File: src/rtl/mem_arbiter_pkg.sv
// Shared control-signal package: pipeline stage control typedefs plus the
// memory arbiter's state encoding and latched-request record.
package mem_arbiter_pkg;

  localparam int ADDR_W = 32;
  localparam int DATA_W = 32;
  localparam int MASK_W = 4;

  typedef struct packed {
    logic       alu_src;
    logic [3:0] alu_op;
  } ex_ctrl_t;

  typedef struct packed {
    logic              mem_rd;
    logic              mem_wr;
    logic [MASK_W-1:0] wmask;
  } mem_ctrl_t;

  typedef struct packed {
    logic reg_wr;
    logic mem_to_reg;
  } wb_ctrl_t;

  typedef enum logic [1:0] {
    IDLE    = 2'd0,
    IF_WAIT = 2'd1,
    D_WAIT  = 2'd2
  } arb_state_t;

  typedef struct packed {
    logic              we;
    logic [ADDR_W-1:0] addr;
    logic [DATA_W-1:0] wdata;
    logic [MASK_W-1:0] wmask;
  } arb_req_t;

  function automatic arb_req_t fetch_req(input logic [ADDR_W-1:0] addr);
    arb_req_t r;
    r       = '0;
    r.addr  = addr;
    return r;
  endfunction

  // Reads carry no store data and an all-zero byte mask onto the bus.
  function automatic arb_req_t data_req(input logic              we,
                                        input logic [ADDR_W-1:0] addr,
                                        input logic [DATA_W-1:0] wdata,
                                        input logic [MASK_W-1:0] wmask);
    arb_req_t r;
    r       = '0;
    r.we    = we;
    r.addr  = addr;
    if (we) begin
      r.wdata = wdata;
      r.wmask = wmask;
    end
    return r;
  endfunction

endpackage

File: src/rtl/mem_arbiter_if.sv
// Bundles the fetch port, data port and shared-memory port of the arbiter.
interface mem_arbiter_if;
  import mem_arbiter_pkg::*;

  logic              if_req;
  logic [ADDR_W-1:0] if_addr;
  logic              if_ack;
  logic [DATA_W-1:0] if_rdata;

  logic              d_req;
  logic              d_we;
  logic [ADDR_W-1:0] d_addr;
  logic [DATA_W-1:0] d_wdata;
  logic [MASK_W-1:0] d_wmask;
  logic              d_ack;
  logic [DATA_W-1:0] d_rdata;

  logic              mem_req;
  logic              mem_we;
  logic [ADDR_W-1:0] mem_addr;
  logic [DATA_W-1:0] mem_wdata;
  logic [MASK_W-1:0] mem_wmask;
  logic              mem_ack;
  logic [DATA_W-1:0] mem_rdata;

  logic              err_spurious;

  modport slave (
    input  if_req, if_addr, d_req, d_we, d_addr, d_wdata, d_wmask,
           mem_ack, mem_rdata,
    output if_ack, if_rdata, d_ack, d_rdata,
           mem_req, mem_we, mem_addr, mem_wdata, mem_wmask, err_spurious
  );

  modport master (
    output if_req, if_addr, d_req, d_we, d_addr, d_wdata, d_wmask,
           mem_ack, mem_rdata,
    input  if_ack, if_rdata, d_ack, d_rdata,
           mem_req, mem_we, mem_addr, mem_wdata, mem_wmask, err_spurious
  );

endinterface

File: src/rtl/arb_req_latch.sv
// Captures the granted requester's access and steers memory read data to
// whichever port is being acknowledged.
module arb_req_latch
  import mem_arbiter_pkg::*;
(
  input  logic              clk,
  input  logic              reset,
  input  logic              load_i,
  input  logic              sel_data_i,
  input  logic [ADDR_W-1:0] if_addr_i,
  input  logic              d_we_i,
  input  logic [ADDR_W-1:0] d_addr_i,
  input  logic [DATA_W-1:0] d_wdata_i,
  input  logic [MASK_W-1:0] d_wmask_i,
  input  logic              if_ack_i,
  input  logic              d_ack_i,
  input  logic [DATA_W-1:0] mem_rdata_i,
  output arb_req_t          req_o,
  output logic [DATA_W-1:0] if_rdata_o,
  output logic [DATA_W-1:0] d_rdata_o
);

  arb_req_t req_q;
  arb_req_t req_d;
  arb_req_t src;

  always_comb begin
    src   = fetch_req(if_addr_i);
    req_d = req_q;
    if (sel_data_i) begin
      src = data_req(d_we_i, d_addr_i, d_wdata_i, d_wmask_i);
    end
    if (load_i) begin
      req_d = src;
    end
  end

  always_ff @(posedge clk) begin
    if (reset) begin
      req_q <= '0;
    end else begin
      req_q <= req_d;
    end
  end

  assign req_o      = req_q;
  assign if_rdata_o = if_ack_i ? mem_rdata_i : '0;
  assign d_rdata_o  = d_ack_i  ? mem_rdata_i : '0;

endmodule

File: src/rtl/mem_arbiter.sv
// Two-port (fetch/data) arbiter onto one shared memory, one access at a time,
// alternating grants under contention.
module mem_arbiter
  import mem_arbiter_pkg::*;
(
  input  logic          clk,
  input  logic          reset,
  mem_arbiter_if.slave  bus
);

  arb_state_t state_q, state_d;
  logic       last_was_data_q, last_was_data_d;
  logic       err_q, err_d;
  logic       grant;
  logic       grant_data;
  logic       mem_req_c;
  logic       if_ack_c;
  logic       d_ack_c;
  logic       if_ack_g;
  logic       d_ack_g;
  arb_req_t   req;

  always_comb begin
    state_d         = state_q;
    last_was_data_d = last_was_data_q;
    grant           = 1'b0;
    grant_data      = 1'b0;
    mem_req_c       = 1'b0;
    if_ack_c        = 1'b0;
    d_ack_c         = 1'b0;
    err_d           = err_q;
    case (state_q)
      IDLE: begin
        err_d = err_q | bus.mem_ack;
        if (bus.d_req && (!bus.if_req || !last_was_data_q)) begin
          state_d    = D_WAIT;
          grant      = 1'b1;
          grant_data = 1'b1;
        end else if (bus.if_req) begin
          state_d = IF_WAIT;
          grant   = 1'b1;
        end
      end
      IF_WAIT: begin
        mem_req_c = 1'b1;
        if (bus.mem_ack) begin
          if_ack_c        = 1'b1;
          last_was_data_d = 1'b0;
          state_d         = IDLE;
        end
      end
      D_WAIT: begin
        mem_req_c = 1'b1;
        if (bus.mem_ack) begin
          d_ack_c         = 1'b1;
          last_was_data_d = 1'b1;
          state_d         = IDLE;
        end
      end
      default: state_d = IDLE;
    endcase
  end

  always_ff @(posedge clk) begin
    if (reset) begin
      state_q         <= IDLE;
      last_was_data_q <= 1'b0;
      err_q           <= 1'b0;
    end else begin
      state_q         <= state_d;
      last_was_data_q <= last_was_data_d;
      err_q           <= err_d;
    end
  end

  // Reset abandons an in-flight access in the very cycle it is asserted.
  assign if_ack_g = if_ack_c & ~reset;
  assign d_ack_g  = d_ack_c  & ~reset;

  arb_req_latch u_latch (
    .clk         (clk),
    .reset       (reset),
    .load_i      (grant),
    .sel_data_i  (grant_data),
    .if_addr_i   (bus.if_addr),
    .d_we_i      (bus.d_we),
    .d_addr_i    (bus.d_addr),
    .d_wdata_i   (bus.d_wdata),
    .d_wmask_i   (bus.d_wmask),
    .if_ack_i    (if_ack_g),
    .d_ack_i     (d_ack_g),
    .mem_rdata_i (bus.mem_rdata),
    .req_o       (req),
    .if_rdata_o  (bus.if_rdata),
    .d_rdata_o   (bus.d_rdata)
  );

  assign bus.if_ack       = if_ack_g;
  assign bus.d_ack        = d_ack_g;
  assign bus.mem_req      = mem_req_c & ~reset;
  assign bus.mem_we       = req.we;
  assign bus.mem_addr     = req.addr;
  assign bus.mem_wdata    = req.wdata;
  assign bus.mem_wmask    = req.wmask;
  assign bus.err_spurious = err_q;

endmodule

File: src/flat_wrapper.sv
// flat-port wrapper written by rule: the top's interface ports become plain ports
module mem_arbiter_flat import mem_arbiter_pkg::*;
  (clk, reset, bus_if_req, bus_if_addr, bus_d_req, bus_d_we, bus_d_addr, bus_d_wdata, bus_d_wmask, bus_mem_ack, bus_mem_rdata, bus_if_ack, bus_if_rdata, bus_d_ack, bus_d_rdata, bus_mem_req, bus_mem_we, bus_mem_addr, bus_mem_wdata, bus_mem_wmask, bus_err_spurious);
  mem_arbiter_if bus_i ();
  input  logic clk;
  input  logic reset;
  input wire logic [$bits(bus_i.if_req)-1:0] bus_if_req;
  input wire logic [$bits(bus_i.if_addr)-1:0] bus_if_addr;
  input wire logic [$bits(bus_i.d_req)-1:0] bus_d_req;
  input wire logic [$bits(bus_i.d_we)-1:0] bus_d_we;
  input wire logic [$bits(bus_i.d_addr)-1:0] bus_d_addr;
  input wire logic [$bits(bus_i.d_wdata)-1:0] bus_d_wdata;
  input wire logic [$bits(bus_i.d_wmask)-1:0] bus_d_wmask;
  input wire logic [$bits(bus_i.mem_ack)-1:0] bus_mem_ack;
  input wire logic [$bits(bus_i.mem_rdata)-1:0] bus_mem_rdata;
  output wire logic [$bits(bus_i.if_ack)-1:0] bus_if_ack;
  output wire logic [$bits(bus_i.if_rdata)-1:0] bus_if_rdata;
  output wire logic [$bits(bus_i.d_ack)-1:0] bus_d_ack;
  output wire logic [$bits(bus_i.d_rdata)-1:0] bus_d_rdata;
  output wire logic [$bits(bus_i.mem_req)-1:0] bus_mem_req;
  output wire logic [$bits(bus_i.mem_we)-1:0] bus_mem_we;
  output wire logic [$bits(bus_i.mem_addr)-1:0] bus_mem_addr;
  output wire logic [$bits(bus_i.mem_wdata)-1:0] bus_mem_wdata;
  output wire logic [$bits(bus_i.mem_wmask)-1:0] bus_mem_wmask;
  output wire logic [$bits(bus_i.err_spurious)-1:0] bus_err_spurious;
  assign bus_i.if_req = bus_if_req;
  assign bus_i.if_addr = bus_if_addr;
  assign bus_i.d_req = bus_d_req;
  assign bus_i.d_we = bus_d_we;
  assign bus_i.d_addr = bus_d_addr;
  assign bus_i.d_wdata = bus_d_wdata;
  assign bus_i.d_wmask = bus_d_wmask;
  assign bus_i.mem_ack = bus_mem_ack;
  assign bus_i.mem_rdata = bus_mem_rdata;
  assign bus_if_ack = bus_i.if_ack;
  assign bus_if_rdata = bus_i.if_rdata;
  assign bus_d_ack = bus_i.d_ack;
  assign bus_d_rdata = bus_i.d_rdata;
  assign bus_mem_req = bus_i.mem_req;
  assign bus_mem_we = bus_i.mem_we;
  assign bus_mem_addr = bus_i.mem_addr;
  assign bus_mem_wdata = bus_i.mem_wdata;
  assign bus_mem_wmask = bus_i.mem_wmask;
  assign bus_err_spurious = bus_i.err_spurious;
  mem_arbiter u_core (.clk(clk), .reset(reset), .bus(bus_i));
endmodule
File: config.mk
export PLATFORM = sky130hd
export DESIGN_NAME = mem_arbiter_flat
export DESIGN_NICKNAME = d
export VERILOG_FILES = /design/src/rtl/mem_arbiter_pkg.sv /design/src/rtl/mem_arbiter_if.sv /design/src/rtl/arb_req_latch.sv /design/src/rtl/mem_arbiter.sv /design/src/flat_wrapper.sv
export SDC_FILE = /design/constraint.sdc
export NUM_CORES = 1
export LEC_CHECK = 0
export CAP_MARGIN = 20
export CORE_AREA = 2 2 106 108
export CTS_BUF_LIST = sky130_fd_sc_hd__clkbuf_4
export CTS_CLUSTER_DIAMETER = 120
export CTS_CLUSTER_SIZE = 25
export DETAILED_ROUTE_END_ITERATION = 8
export DIE_AREA = 0 0 108 110
export PLACE_DENSITY = 0.85
export SYNTH_ARGS = -nofsm -noshare
export SYNTH_HDL_FRONTEND = slang
export SYNTH_SLANG_ARGS = --single-unit
export TNS_END_PERCENT = 10
File: constraint.sdc
create_clock -name clk -period 2.8 [get_ports clk]
set_clock_uncertainty 0.1 [all_clocks]
set_input_delay 0.56 -clock clk [delete_from_list [all_inputs] [get_ports clk]]
set_output_delay 0.56 -clock clk [all_outputs]
set_load 0.1 [all_outputs]
==> reports/results.ini <==
[run_status]
status=completed

[power]
powerDensity_nw_per_um2=576
share_seq_of_total_power_pct=30.5
power_switching_mw=1.80
power.combinational.fraction_pct=47.8
power.static_leakage_nw=2.84
power_frac_clock_pct=21.7
internal-power_mw=2.18
vdd_drop_max_mv=0.391
swShare_pct=45.2

[finish]
nFillCells=845
final_nets=776
final_util_pct=64.5
drive_above_1_share_pct=26.6
area_growth_pct=105
finish.instance_area_um2=6900

[yosys]
syn_nets=518
synth-seq-cells=73
netlist_instances=376
yosysMostFrequentCell=dfxtp_1
synth_ff_type=dfxtp_1
synth_top_area_share_pct=43.5
ys_top_cells_by_area=dfxtp_1 (44%), and2_1 (12%), a32oi_1 (9.6%)
async_flop_share_pct=0
synth_area_um2=3360
ys_warn_count=0
synth_cell_type_count=27
yosysSeqAreaShare_pct=43.5
yosysTopAreaCell=dfxtp_1
synth_edf_count=0
synth.avg_cell_area_um2=8.93
ys_top_cells_by_count=dfxtp_1 (73), and2_1 (64), nor2_1 (39)

[floorplanning]
std_cell_rows=38
core_um2=10700
initial_utilization_pct=31.4
fp.dieW_um=108
dieArea_um2=11900
ios=275
die_y_um=110

[clock_tree]
cts_max_level=3
clk_latency_ps=430
cts_tree=built
clk_pin_slew_ps=120
cts_made_buffers=9
cts_resized=0
cts_root_buffer=clkbuf_4
clock-sinks=73
clk_path_buf_depth=2
cts_setup_buffers=0
ctsHoldBuffers=0

[route]
drt_iter0_drc=226
vias=3988
firstDrtPassIters=4
viasPerCell=5.11
ant_nets=0
drc=0
routed_wl_um=13900
wl_per_cell_um=17.8

[sta]
slew_headroom_pct=56.1
finalCritPeriodShare_pct=90.0
tightest_slew_ps=659
min_period_ps=2520
rsz0062_at_grt=no
max_freq_mhz=397
hold_ws_ps=385
final_hold_viol_count=0
tns_ps=0
maxSlewViolCount=0
setup_viol=0

[setup_path]
slowest_stage=dfxtp_1
reg2reg_slack_ps=850
cp_num_buf_inv=3
cp_data_arrival_time_ps=1860
worstPathCellList=inv_1 -> ha_1 -> and3b_1 -> buf_12 -> and2_1 -> buf_12
cp_top_family=buffers and inverters
end_kind=output pin
worstSetupStartpointType=register
cp_max_fo=33
crit_required_ps=2140
cp_common_cell=buf_12
critical_path_class=reg -> out
cpPeakStageDelay_ps=350

[place]
place_area_um2=6700
port_buffers=274
place_hpwl_um=10700
place_congestion=0.796

[global_route]
grt_use_met3_pct=6.35
grt_first_pass_wirelength_um=20500
top_usage_layer=met2
track_usage_pct=22.1
grt_antenna_before_repair=2
grt_pass1_vias=4068
met2_usage_pct=43.5
grt_use_met1_pct=21.3
grt_start_max_net_pins=40
grt_overflow_total=0

[run]
cap_viol_max_count=0

[min_path]
hold_class=reg -> reg

[state kept, by name (all words and copies together), names as in the netlist]
name,cells
u_core.bus.err_spurious,1
u_core.last_was_data_q,1
u_core.state_q,2
u_core.u_latch.req_o,69
[worst min-delay path: cells and delay by family (launching register included)]
family          cells  cell delay [ps]
compound gates      1               40
simple gates        1               70
flops               1              350
[stage by stage]
step / worst slack [ps] / total power, mW / std cells
global placement: 310 / 3.10 / 763
global route: 172 / 4.11 / 781
CTS: 244 / 3.99 / 779
floorplan: -42.8 / 2.54 / 376
finish: 280 / 3.97 / 781
detailed placement: 297 / 3.13 / 763
[final timing paths]
| check | startpoint | endpoint | cells after the start |
|---|---|---|---|
| worst min register to register | u_core.bus.err_spurious$_SDFFE_PP0N_ | u_core.bus.err_spurious$_SDFFE_PP0N_ | 2 |
| worst max-delay path | u_core.state_q[1]$_SDFFE_PP0P_ | bus_if_rdata[24] | 6 |
| worst max register to register | u_core.state_q[1]$_SDFFE_PP0P_ | u_core.state_q[0]$_SDFFE_PP0P_ | 5 |
| worst min-delay path | u_core.bus.err_spurious$_SDFFE_PP0N_ | u_core.bus.err_spurious$_SDFFE_PP0N_ | 2 |
[metal layers]
layer  vias to the layer above  wire length [um]  part of all wire, %
li1                       1876                 -                    -
met1                      1895              4730                   34
met2                       190              7680                   55
met3                        27              1160                  8.4
met4                         0               303                  2.2
met5                         -                 0                    0
[placed cells by master, fill, tap and decap left out]
cell type	instances
clkinv_4	3
diode_2	2
buf_4	78
and3_1	1
a21oi_2	1
nor2_1	39
nor3b_1	1
inv_1	35
clkbuf_4	10
a21oi_1	3
and2_2	1
and2_1	63
a22oi_1	1
o21a_1	1
o32ai_1	32
a21boi_2	1
dfxtp_1	73
nor2b_1	3
o21ai_0	2
a21bo_2	1
bufinv_16	3
ha_1	4
a211oi_1	32
buf_2	1
or4_1	1
nand3b_1	1
a32oi_1	37
inv_2	1
o21ai_2	1
clkdlybuf4s50_1	136
buf_12	69
and3b_1	2
nand2_1	2
[power by group through the flow]
stage          Clock (mW)  Combinational, mW  Sequential [mW]
6_report            0.863               1.90             1.21
5_1_grt             0.923               1.97             1.22
4_1_cts             0.882               1.90             1.21
3_5_place_dp            0               1.90             1.23
3_3_place_gp            0               1.87             1.23
2_1_floorplan           0              0.576             1.97
[cell type report]
class                           instances  area, um2  share of cell area (%)
Clock buffer                           10       75.1                    1.09
Sequential cell                        73       1460                    21.2
Timing Repair Buffer                  284       3330                    48.3
Multi-Input combinational cell        230       1590                    23.1
Tap cell                              140        175                    2.54
Inverter                               36        135                    1.96
Clock inverter                          6        116                    1.69
Antenna cell                            2       5.00                  0.0726
[cell families (layout without fill, tap and decap cells)]
logic type	Yosys count	after routing	share of synthesized area, %
adder cells (fa/ha/maj)	4	4	1.49
AND/OR/NAND/NOR	114	114	18.4
flip-flops	73	73	43.5
other	0	2	0
buffers and inverters	73	336	9.17
AO/OA/AOI/OAI	112	112	27.4
(Power assumes the default switching activity.)
